===== src/rtl/clk_div_counter.sv =====
// clk_div_counter: up/down modulo-(MAX+1) counter with load, TC pulse and D0 divider; in CLK RST EN LOAD LOAD_VAL DIR MAX, out Q TC D0
module clk_div_counter #(
  parameter int WIDTH   = 4,
  parameter bit D0_INIT = 1'b0
) (
  input  logic             CLK,
  input  logic             RST,
  input  logic             EN,
  input  logic             LOAD,
  input  logic [WIDTH-1:0] LOAD_VAL,
  input  logic             DIR,
  input  logic [WIDTH-1:0] MAX,
  output logic [WIDTH-1:0] Q,
  output logic             TC,
  output logic             D0
);
  localparam logic [WIDTH-1:0] ONE = WIDTH'(1);
  logic [WIDTH-1:0] q_q, q_d;
  logic             tc_q, tc_d, d0_q, d0_d, wrap;
  always_comb begin
    wrap = !LOAD && EN && (DIR ? (q_q >= MAX) : (q_q == '0));
    q_d  = LOAD ? LOAD_VAL : !EN ? q_q : wrap ? (DIR ? '0 : MAX) : DIR ? q_q + ONE : q_q - ONE;
    tc_d = wrap;
    d0_d = d0_q ^ wrap;
  end
  always_ff @(posedge CLK) begin
    if (RST) begin
      q_q  <= '0;
      tc_q <= 1'b0;
      d0_q <= D0_INIT;
    end else begin
      q_q  <= q_d;
      tc_q <= tc_d;
      d0_q <= d0_d;
    end
  end
  assign Q  = q_q;
  assign TC = tc_q;
  assign D0 = d0_q;
endmodule

===== config.mk =====
export PLATFORM = sky130hd
export DESIGN_NAME = clk_div_counter
export DESIGN_NICKNAME = d
export VERILOG_FILES = /design/src/rtl/clk_div_counter.sv
export SDC_FILE = /design/constraint.sdc
export NUM_CORES = 1
export LEC_CHECK = 0
export CORE_MARGIN = 10
export CORE_UTILIZATION = 40
export CTS_CLUSTER_DIAMETER = 40
export DETAILED_ROUTE_END_ITERATION = 10
export PLACE_DENSITY = 0.73
export SETUP_SLACK_MARGIN = 0.15
export SYNTH_ARGS = -nofsm -noshare
export SYNTH_HDL_FRONTEND = slang
export SYNTH_SLANG_ARGS = --single-unit

===== constraint.sdc =====
create_clock -name CLK -period 2.35 [get_ports CLK]
set_clock_uncertainty 0.05 [all_clocks]
set_input_delay 0.3525 -clock CLK [delete_from_list [all_inputs] [get_ports CLK]]
set_output_delay 0.3525 -clock CLK [all_outputs]
set_load 0.01 [all_outputs]

==> flow_metrics.tcl <==
set metrics [dict create \
    clock.fmax_mhz 487 \
    slew_headroom_pct 77.6 \
    cap_viol_max_count 0 \
    postCtsResizedCells 0 \
    tritoncts.num_buffers 3 \
    ir_worst_vdd_mv 0.317 \
    drt_pass1_iterations 4 \
    cp.depth 6 \
    synth-seq-area-share_pct 20.9 \
    timing.critical_path.slowest_cell_delay_ps 480 \
    rsz0062_at_grt "no" \
    syn_area_per_cell_um2 8.85 \
    fp.dieArea_um2 3360 \
    floorplan.die.width_um 57.9 \
    final_max_slew_viol_count 0 \
    ant_nets 0 \
    drt-total-wl_um 1450 \
    grt_start_max_net_pins 11 \
    overflow 0 \
    fin_setup_tns_ps 0 \
    cts_htree_levels 1 \
    mostFrequentLayoutCell "sky130_fd_sc_hd__clkdlybuf4s50_1" \
    clk_transition_reported_paths_ps 50 \
    critical_path_peak_fanout 5 \
    power-per-cell-area_nw_per_um2 464 \
    final_critical_path_setup_slack_ps 298 \
    classification_of_the_worst_setup_path "input pin to flop" \
    worstPathCellList "clkdlybuf4s50_1 > inv_1 > fa_1 > mux2_1 > a221o_1 > nor3b_2" \
    power_switching_share_pct 32.0 \
    required_ps 2430 \
    clock_sink_count 6 \
    final_cell_count_no_fill 100 \
    routabilityCongestion 0.744 \
    timing.critical_path.buf_inv 2 \
    cp-end-kind "flop" \
    slew_of_the_pin_with_the_lowest_slew_margin_ps 336 \
    power.share.combinational_pct 39.0 \
    clk_root_buffer_cell "sky130_fd_sc_hd__clkbuf_4" \
    half_perimeter_wire_length_after_placement_um 1180 \
    route.detailed.vias_per_inst 5.46 \
    num-fill-cells 125 \
    timing.hold.worst_path_depth 2 \
    static-leakage-power_nw 0.309 \
    grt.total_usage_pct 8.99 \
    timing.critical_path.slowest_stage_cell "sky130_fd_sc_hd__clkdlybuf4s50_1" \
    layout.cells.most_common_list "18 x sky130_fd_sc_hd__clkdlybuf4s50_1, 6 x sky130_fd_sc_hd__dfxtp_1, 6 x sky130_fd_sc_hd__inv_1, 6 x sky130_fd_sc_hd__a21oi_1, 6 x sky130_fd_sc_hd__ha_1" \
    synth.cell_area_um2 576 \
    multi_input_area_um2 404 \
    power_switching_w 0.000116 \
    finalCritPeriodShare_pct 87.3 \
    total_via_count_in_the_routed_design 546 \
    post-cts-setup-buffers 0 \
    detail_route.iter0.violations 6 \
    n_antenna_cell 0 \
    final.min_clock_period_ps 2050 \
    clock_tree.buffer_depth 2 \
    internal-power_w 0.000247 \
    hold_violations 0 \
    vias_in_the_first_global_route 506 \
    placement_rows 13 \
    synth_cell_types 35 \
    die_y_um 57.9 \
    flow.area_growth_from_synthesis_pct 36.1 \
    netlist_instances 65 \
    drc_violations_left 0 \
    seq_power_share_pct 34.0 \
    timing.reg2reg.worst_path_depth 6 \
    grt_antenna_before_repair 0 \
    grt_pass1_wl_um 2420 \
    class_of_the_tightest_hold_or_removal_check "flop to flop" \
    timing.critical_path.from_type "input pin" \
    fin_nets 107 \
    core_um2 1330 \
    floorplan.io_pins 19 \
    starting_density_of_the_core_pct 43.2 \
    pre_cts_slack_ps 45.4 \
    cp_top_family "buffers and inverters" \
    layout-drive-gt1-share_pct 11.8 \
    seq_area_um2 120 \
    wire_per_inst_um 14.5 \
    ctsHoldBuffers 0 \
    setup_viol 0 \
    worst_ep_arrival_time_ps 2130 \
    clkPwrFrac_pct 26.9 \
    io_buffer_count 18 \
    outcome "completed" \
    total_of_flip_flops_plus_latches_after_synthesis 6 \
    worst_skew_late_latency_ps 250 \
    synthesis.nets 85 \
    synthesis.yosys.warnings 0 \
    cts_tree "done" \
    numPlacedInstances 97 \
]
==> stage by stage <==
stage | hold slack, ps | total power, W | area, um2 | util (%)
floorplan | 452 | 0.000212 | 576 | -
global placement | 419 | 0.000265 | 761 | 57.0
detailed placement | 440 | 0.000267 | 761 | 57.0
CTS | 449 | 0.000370 | 783 | 58.7
global route | 487 | 0.000389 | 783 | 58.7
finish | 445 | 0.000363 | 783 | 58.7
==> final cells by class <==
type / count / area share [%]
Tap cell: 15 / 2.40
Sequential cell: 6 / 15.3
Inverter: 6 / 2.88
Multi-Input combinational cell: 50 / 51.6
Timing Repair Buffer: 20 / 24.9
Clock buffer: 3 / 2.88
==> worst register-to-register path, stage by stage, from the launching register on <==
cell and delay, ps:
sky130_fd_sc_hd__dfxtp_1 480, sky130_fd_sc_hd__inv_1 130, sky130_fd_sc_hd__ha_1 210, sky130_fd_sc_hd__nor3b_1 140, sky130_fd_sc_hd__o2111a_1 320, sky130_fd_sc_hd__a221o_1 370, sky130_fd_sc_hd__nor3b_2 150
==> registers in the layout, summed over array words and instances, names as in the netlist <==
register	count
D0	1
TC	1
Q	4
==> cell usage after synthesis, drive strengths merged <==
| library cell | number | area (um2) |
|---|---|---|
| nor3b | 3 | 27.5 |
| xor2 | 1 | 8.76 |
| o21ai | 3 | 18.8 |
| and3 | 1 | 6.26 |
| inv | 6 | 22.5 |
| o2111a | 1 | 11.3 |
| nand2 | 2 | 7.51 |
| nor4 | 1 | 21.3 |
| a31oi | 1 | 6.26 |
| o211ai | 2 | 15.0 |
| fa | 1 | 20.0 |
| nor3 | 2 | 10.0 |
| a221o | 1 | 10.0 |
| a21oi | 6 | 30.0 |
| nor2 | 4 | 15.0 |
| dfxtp | 6 | 120 |
| nor2b | 1 | 6.26 |
| buf | 2 | 18.8 |
| mux2 | 2 | 22.5 |
| a211oi | 1 | 7.51 |
| o2111ai | 1 | 8.76 |
| a21o | 1 | 8.76 |
| o2bb2ai | 1 | 8.76 |
| or3 | 1 | 6.26 |
| clkdlybuf4s25 | 1 | 10.0 |
| nand3 | 1 | 5.00 |
| o22ai | 2 | 12.5 |
| o221a | 1 | 11.3 |
| or2b | 1 | 8.76 |
| xnor2 | 1 | 8.76 |
| ha | 6 | 75.1 |
| nand4 | 1 | 6.26 |
==> cells by family (layout without fill, tap and decap cells) <==
group                    Yosys count  after routing  share of synthesized area, %
buffers and inverters              9             29                          8.91
flip-flops                         6              6                          20.9
XOR/XNOR                           2              2                          3.04
adder cells (fa/ha/maj)            7              7                          16.5
AND/OR/NAND/NOR                   18             18                          20.9
AO/OA/AOI/OAI                     21             21                          25.9
multiplexers                       2              2                          3.91
==> power groups by stage <==
| stage | sequential [W] | clock, W | combinational, W |
|---|---|---|---|
| 2_1_floorplan | 0.000127 | 0 | 0.0000852 |
| 3_3_place_gp | 0.000126 | 0 | 0.000140 |
| 3_5_place_dp | 0.000126 | 0 | 0.000141 |
| 4_1_cts | 0.000124 | 0.000105 | 0.000142 |
| 5_1_grt | 0.000125 | 0.000107 | 0.000157 |
| 6_report | 0.000124 | 0.0000979 | 0.000142 |
==> per-layer routing <==
metal	up-vias	track usage, %	part of all wire (%)
li1	284	-	-
met4	0	4.03	1.3
met5	-	0	0
met3	2	5.01	7.9
met1	248	10.1	43
met2	12	13.5	48
==> path summary, 6_finish.rpt <==
check             from  endpoint  slack (ps)
setup / recovery   DIR      Q[1]         300
hold / removal      D0        D0         450
setup reg to reg  Q[0]      Q[1]         380
hold reg to reg     D0        D0         450
Power figures use the tool's default switching activity.
